**config.mk**
```make
export PLATFORM = sky130hd
export DESIGN_NAME = bus_slot_arbiter_flat
export DESIGN_NICKNAME = d
export VERILOG_FILES = /design/src/rtl/bus_slot_arbiter_if.sv /design/src/rtl/bus_slot_arbiter.sv /design/src/flat_wrapper.sv
export SDC_FILE = /design/constraint.sdc
export NUM_CORES = 1
export LEC_CHECK = 0
export CAP_MARGIN = 10
export CORE_ASPECT_RATIO = 0.5
export CORE_MARGIN = 2
export CORE_UTILIZATION = 55
export DETAILED_ROUTE_END_ITERATION = 6
export DONT_BUFFER_PORTS = 1
export PLACE_DENSITY = 0.82
export SYNTH_ARGS = -nofsm -noshare
export SYNTH_HDL_FRONTEND = slang
export SYNTH_SLANG_ARGS = --single-unit
```
**constraint.sdc**
```tcl
create_clock -name clk -period 3.3 [get_ports clk]
set_input_delay 0.99 -clock clk [delete_from_list [all_inputs] [get_ports clk]]
set_output_delay 0.99 -clock clk [all_outputs]
set_load 0.005 [all_outputs]
```
**src/rtl/bus_slot_arbiter_if.sv**
```systemverilog
// Slot arbiter bus: phase enable and requests in, grant/ack/refresh and phase status out.
interface bus_slot_arbiter_if #(
    parameter int NUM_REQ = 4,
    parameter int PHASES  = 8
);
    logic                      clk_en;
    logic [NUM_REQ-1:0]        req;
    logic [NUM_REQ-1:0]        grant;
    logic [NUM_REQ-1:0]        ack;
    logic                      refresh;
    logic [$clog2(PHASES)-1:0] bus_phase;
    logic                      cycle_ready;
    logic                      refresh_late;

    modport master (
        output clk_en, req,
        input  grant, ack, refresh, bus_phase, cycle_ready, refresh_late
    );

    modport slave (
        input  clk_en, req,
        output grant, ack, refresh, bus_phase, cycle_ready, refresh_late
    );
endinterface

```
**src/rtl/bus_slot_arbiter.sv**
```systemverilog
// RAM slot arbiter: owns the bus phase counter, picks one owner per slot among fixed-priority,
// round-robin and refresh channels, and pulses a per-channel ack when the granted access completes.
module bus_slot_arbiter #(
    parameter int                 NUM_REQ          = 4,
    parameter int                 PHASES           = 8,
    parameter int                 GRANT_PHASE      = 2,
    parameter int                 DONE_PHASE       = 4,
    parameter logic [NUM_REQ-1:0] PRIO_MASK        = {{(NUM_REQ-1){1'b0}}, 1'b1},
    parameter int                 REFRESH_INTERVAL = 64
) (
    input  logic              clk,
    input  logic              n_reset,
    bus_slot_arbiter_if.slave bus
);
    localparam int PW   = $clog2(PHASES);
    localparam int RW   = $clog2(NUM_REQ);
    localparam int LATE = 2 * REFRESH_INTERVAL;
    localparam int CW   = (LATE == 0) ? 1 : $clog2(LATE + 1);

    localparam logic [PW-1:0]      PH_GRANT = PW'(GRANT_PHASE);
    localparam logic [PW-1:0]      PH_DONE  = PW'(DONE_PHASE);
    localparam logic [PW-1:0]      PH_LAST  = PW'(PHASES - 1);
    localparam logic [RW-1:0]      RR_LAST  = RW'(NUM_REQ - 1);
    localparam logic [CW-1:0]      CNT_DUE  = CW'(REFRESH_INTERVAL);
    localparam logic [CW-1:0]      CNT_LATE = CW'(LATE);
    localparam logic [NUM_REQ-1:0] ONE      = {{(NUM_REQ-1){1'b0}}, 1'b1};

    logic [PW-1:0]      phase_q;
    logic [CW-1:0]      ref_cnt;
    logic [RW-1:0]      rr_ptr;
    logic [NUM_REQ-1:0] grant_q;
    logic [NUM_REQ-1:0] ack_q;
    logic               refresh_q;

    logic               prio_hit, rr_hit, take_rr;
    logic [RW-1:0]      prio_sel, rr_sel, rr_next;
    logic [NUM_REQ-1:0] dec_grant;
    logic               dec_refresh;
    logic               refresh_due, late;

    assign late        = (LATE != 0) && (ref_cnt == CNT_LATE);
    assign refresh_due = (LATE != 0) && (ref_cnt >= CNT_DUE);

    always_comb begin
        int idx;
        idx      = 0;
        prio_hit = 1'b0;
        prio_sel = '0;
        rr_hit   = 1'b0;
        rr_sel   = '0;
        // Descending scans so the last overwrite is the lowest index / smallest offset from rr_ptr.
        for (int i = NUM_REQ - 1; i >= 0; i--) begin
            if (bus.req[i] && PRIO_MASK[i]) begin
                prio_hit = 1'b1;
                prio_sel = RW'(i);
            end
        end
        for (int k = NUM_REQ - 1; k >= 0; k--) begin
            idx = int'(rr_ptr) + k;
            if (idx >= NUM_REQ) idx = idx - NUM_REQ;
            if (bus.req[idx] && !PRIO_MASK[idx]) begin
                rr_hit = 1'b1;
                rr_sel = RW'(idx);
            end
        end
        rr_next = (rr_sel == RR_LAST) ? '0 : rr_sel + RW'(1);

        dec_grant   = '0;
        dec_refresh = 1'b0;
        take_rr     = 1'b0;
        if (late) begin
            dec_refresh = 1'b1;
        end else if (prio_hit) begin
            dec_grant = ONE << prio_sel;
        end else if (refresh_due) begin
            dec_refresh = 1'b1;
        end else if (rr_hit) begin
            dec_grant = ONE << rr_sel;
            take_rr   = 1'b1;
        end
    end

    always_ff @(posedge clk) begin
        if (!n_reset) begin
            phase_q   <= '0;
            grant_q   <= '0;
            ack_q     <= '0;
            refresh_q <= 1'b0;
            rr_ptr    <= '0;
            ref_cnt   <= '0;
        end else begin
            ack_q <= '0;
            if (bus.clk_en) begin
                phase_q <= (phase_q == PH_LAST) ? '0 : phase_q + PW'(1);
                if (phase_q == PH_GRANT) begin
                    grant_q   <= dec_grant;
                    refresh_q <= dec_refresh;
                    if (take_rr) rr_ptr <= rr_next;
                    if (dec_refresh) ref_cnt <= '0;
                end
                // A dropped request still holds its grant to slot end, but earns no ack.
                if (phase_q == PH_DONE) ack_q <= grant_q & bus.req;
                if (phase_q == PH_LAST) begin
                    grant_q   <= '0;
                    refresh_q <= 1'b0;
                    if (LATE != 0 && ref_cnt != CNT_LATE) ref_cnt <= ref_cnt + CW'(1);
                end
            end
        end
    end

    assign bus.grant        = grant_q;
    assign bus.ack          = ack_q;
    assign bus.refresh      = refresh_q;
    assign bus.bus_phase    = phase_q;
    assign bus.cycle_ready  = (phase_q == PH_LAST);
    assign bus.refresh_late = late;
endmodule

```
**src/flat_wrapper.sv**
```systemverilog
// flat-port wrapper written by rule: the top's interface ports become plain ports
module bus_slot_arbiter_flat 
#(
    parameter int                 NUM_REQ          = 4,
    parameter int                 PHASES           = 8,
    parameter int                 GRANT_PHASE      = 2,
    parameter int                 DONE_PHASE       = 4,
    parameter logic [NUM_REQ-1:0] PRIO_MASK        = {{(NUM_REQ-1){1'b0}}, 1'b1},
    parameter int                 REFRESH_INTERVAL = 64
)
  (clk, n_reset, bus_clk_en, bus_req, bus_grant, bus_ack, bus_refresh, bus_bus_phase, bus_cycle_ready, bus_refresh_late);
  bus_slot_arbiter_if #(.NUM_REQ(NUM_REQ), .PHASES(PHASES)) bus_i ();
  input  logic clk;
  input  logic n_reset;
  input wire logic [$bits(bus_i.clk_en)-1:0] bus_clk_en;
  input wire logic [$bits(bus_i.req)-1:0] bus_req;
  output wire logic [$bits(bus_i.grant)-1:0] bus_grant;
  output wire logic [$bits(bus_i.ack)-1:0] bus_ack;
  output wire logic [$bits(bus_i.refresh)-1:0] bus_refresh;
  output wire logic [$bits(bus_i.bus_phase)-1:0] bus_bus_phase;
  output wire logic [$bits(bus_i.cycle_ready)-1:0] bus_cycle_ready;
  output wire logic [$bits(bus_i.refresh_late)-1:0] bus_refresh_late;
  assign bus_i.clk_en = bus_clk_en;
  assign bus_i.req = bus_req;
  assign bus_grant = bus_i.grant;
  assign bus_ack = bus_i.ack;
  assign bus_refresh = bus_i.refresh;
  assign bus_bus_phase = bus_i.bus_phase;
  assign bus_cycle_ready = bus_i.cycle_ready;
  assign bus_refresh_late = bus_i.refresh_late;
  bus_slot_arbiter #(.NUM_REQ(NUM_REQ), .PHASES(PHASES), .GRANT_PHASE(GRANT_PHASE), .DONE_PHASE(DONE_PHASE), .PRIO_MASK(PRIO_MASK), .REFRESH_INTERVAL(REFRESH_INTERVAL)) u_core (.clk(clk), .n_reset(n_reset), .bus(bus_i));
endmodule
```
==> reports/qor.csv <==
metric;value;unit
clock sink count;22;
FP Rows;13;
Starting Density;57.4;%
compound-cell area share of the yosys netlist;22.3;%
Logic pwr share;10.7;%
initial antenna violation count;0;
Final Worst Setup Slack;534;ps
Critical Path Fanout Max;9;
share of layout cells above drive strength 1;10.8;%
async set or reset register ratio after synthesis;0;%
Worst-Skew Late Latency;260;ps
Worst Path Required;3460;ps
First DRT Iteration DRCs;30;
status;finished clean;
Yosys cell types;48;
I/O pin count;21;
n_diodes;0;
Least-Margin Pin Slew;714;ps
Die Wd;77.5;µm
Hold WC Path Type;reg2reg;
fin. max-slew vios;0;
post-CTS setup buffers;0;
wire per inst;14.4;µm
unrepaired setup endpoints after global routing;false;
total core area;2590;µm²
synthesized flop and latch total;22;
Seq/Total Area, Yosys;29.7;%
Leak Pwr;0.587;nW
leading cell types in the layout, fill and taps excluded;22 x dfxtp_1, 14 x ha_1, 12 x nor2_1;
Internal;0.399;mW
hold_ws;500;ps
drt first pass iters;4;
adder and majority gate portion of the synthesized area;11.8;%
H-tree depth;1;
CTS tree;done;
vias in the first global route;1002;
Final Instance Count excl. Fillers;203;
skew final;3.20;ps
top_reg_cell synth;dfxtp_1;
die footprint;3150;µm²
arrival time worst endpoint;2920;ps
crit path cell chain;inv_1, ha_1, mux2i_1, o22ai_1, o21ai_0, o2bb2a_1, or2_1, ha_1, a32o_1;
clock share of power;36.8;%
simple-gate share of the synthesized area;21.3;%
DR vias;1248;
placed inst area;1500;µm²
DRC violations left;0;
Ys Warns;0;
post-route ant nets;0;
final hold violation count;0;
cts bufs inserted;3;
slowest cell on the critical path;dfxtp_1;
Sw Share;23.1;%
period utilization;83.8;%
Clock Path Buffers;2;
number of synthesized flops with an enable pin;0;
Worst-path clk slew;80;ps
Design Area, Final;1550;µm²
layout overhead on the synthesized area;4.64;%
most frequent cell on the critical path;ha_1;
setup_tns;0;ps
CP Capture Type;register;
nets;188;
Die Height;40.7;µm
Synth Instances;169;
Placed Cells incl. Taps;199;
hold bufs inserted after CTS;0;
Max IR drop VDD;0.137;mV
largest net degree at the start of global routing;17;
kind of start point of the critical path;register;
Max-slew headroom;51.9;%
routability cong.;0.829;
Fmax achieved;0.362;GHz
final setup fails;0;
Root Driver;clkbuf_8;
most common cell after layout, fill and taps aside;dfxtp_1;
I/O Buffers;0;
worst slack, placed;487;ps
CP Class;reg2reg;
Psw;0.120;mW
Post-Syn Area;1480;µm²
Worst path max stage delay;540;ps
crit path time final;2770;ps
vias per cell;6.15;
max_cap viols;0;
Post-Syn Area per Cell;8.78;µm²
post-cts resize count;0;
main combinational cell family by area after synthesis;compound AO/OA/AOI/OAI gates;
Syn Nets;190;
register share of total power;52.5;%
global-route wire length before repair;4450;µm
drt total wl;2930;µm
multiplexer area fraction after synthesis;9.44;%
gr usage total;18.1;%
pwr dens;334;nW/µm²
XOR/XNOR Fraction of Synth Area;0;%
Final HPWL DP;2240;µm
Congestion Overflow GR;0;
-- flip-flops by register name (all words and copies together), names as in the netlist --
name / flops
u_core.bus.refresh: 1
u_core.bus.ack: 4
u_core.ref_cnt: 8
u_core.bus.grant: 4
u_core.bus.bus_phase: 3
u_core.rr_ptr: 2
-- power by group through the flow --
| stage | Combinational (mW) | Sequential [mW] | Clock, mW |
|---|---|---|---|
| 6_report | 0.0556 | 0.273 | 0.191 |
| 5_1_grt | 0.0623 | 0.273 | 0.209 |
| 4_1_cts | 0.0553 | 0.273 | 0.199 |
| 3_5_place_dp | 0.0547 | 0.279 | 0 |
| 3_3_place_gp | 0.0521 | 0.279 | 0 |
| 2_1_floorplan | 0.0492 | 0.278 | 0 |
-- cell families after synthesis --
kind of cell / Yosys count
simple gates: 56
fa+ha+maj: 14
flops: 22
buf+inv: 19
mux: 13
compound gates: 45
-- cell usage after synthesis, drive strengths merged (2+ instances only) --
library cell	count	area, µm²
a211oi	2	15.0
a21oi	9	48.8
a22oi	4	30.0
a311oi	3	26.3
a31oi	2	12.5
a32o	3	30.0
and2	2	12.5
and3	5	31.3
and4	2	20.0
buf	3	21.3
clkbuf	5	18.8
dfxtp	22	440
ha	14	175
inv	11	41.3
mux2	5	60.1
mux2i	8	80.1
nand2	7	26.3
nand2b	5	31.3
nand3	6	30.0
nand4	2	12.5
nor2	12	45.0
nor2b	5	31.3
nor3	2	10.0
o21a	2	15.0
o21ai	6	33.8
o221ai	3	26.3
o22ai	2	12.5
or2	3	18.8
-- through the flow --
step | total power [mW] | utilization, %
floorplan | 0.327 | -
global placement | 0.331 | 57.9
detailed placement | 0.334 | 57.9
CTS | 0.526 | 60.0
global route | 0.544 | 60.0
finish | 0.519 | 60.0
-- final cells by class --
cell class	instances	area (µm²)
multi-input combinational	128	962
clock buffer	4	55.1
timing repair buffer	1	7.51
inverter	11	41.3
tap	37	46.3
fill	228	1030
sequential	22	440
-- worst max-delay path, delay by kind of cell (launching register included) --
kind,cells,cell delay [ps]
mux,1,300
fa+ha+maj,2,640
flops,1,540
compound gates,4,800
simple gates,1,250
buf+inv,1,150
-- per-layer routing --
layer	vias to the layer above	GRT usage, %	wire length, µm
met5	-	0	0
li1	630	-	-
met1	598	22.1	1400
met4	0	2.68	13
met3	2	3.30	69
met2	18	36.1	1450
-- path summary, 6_finish.rpt --
check,start,end,slack [ps],cells after the start
worst max-delay path,u_core.rr_ptr[1],u_core.bus.grant[1],530,9
worst min-delay path,u_core.ref_cnt[0],u_core.ref_cnt[0],500,1
worst max register to register,u_core.rr_ptr[1],u_core.bus.grant[1],530,9
worst min register to register,u_core.ref_cnt[0],u_core.ref_cnt[0],500,1
Power figures use the tool's default switching activity.
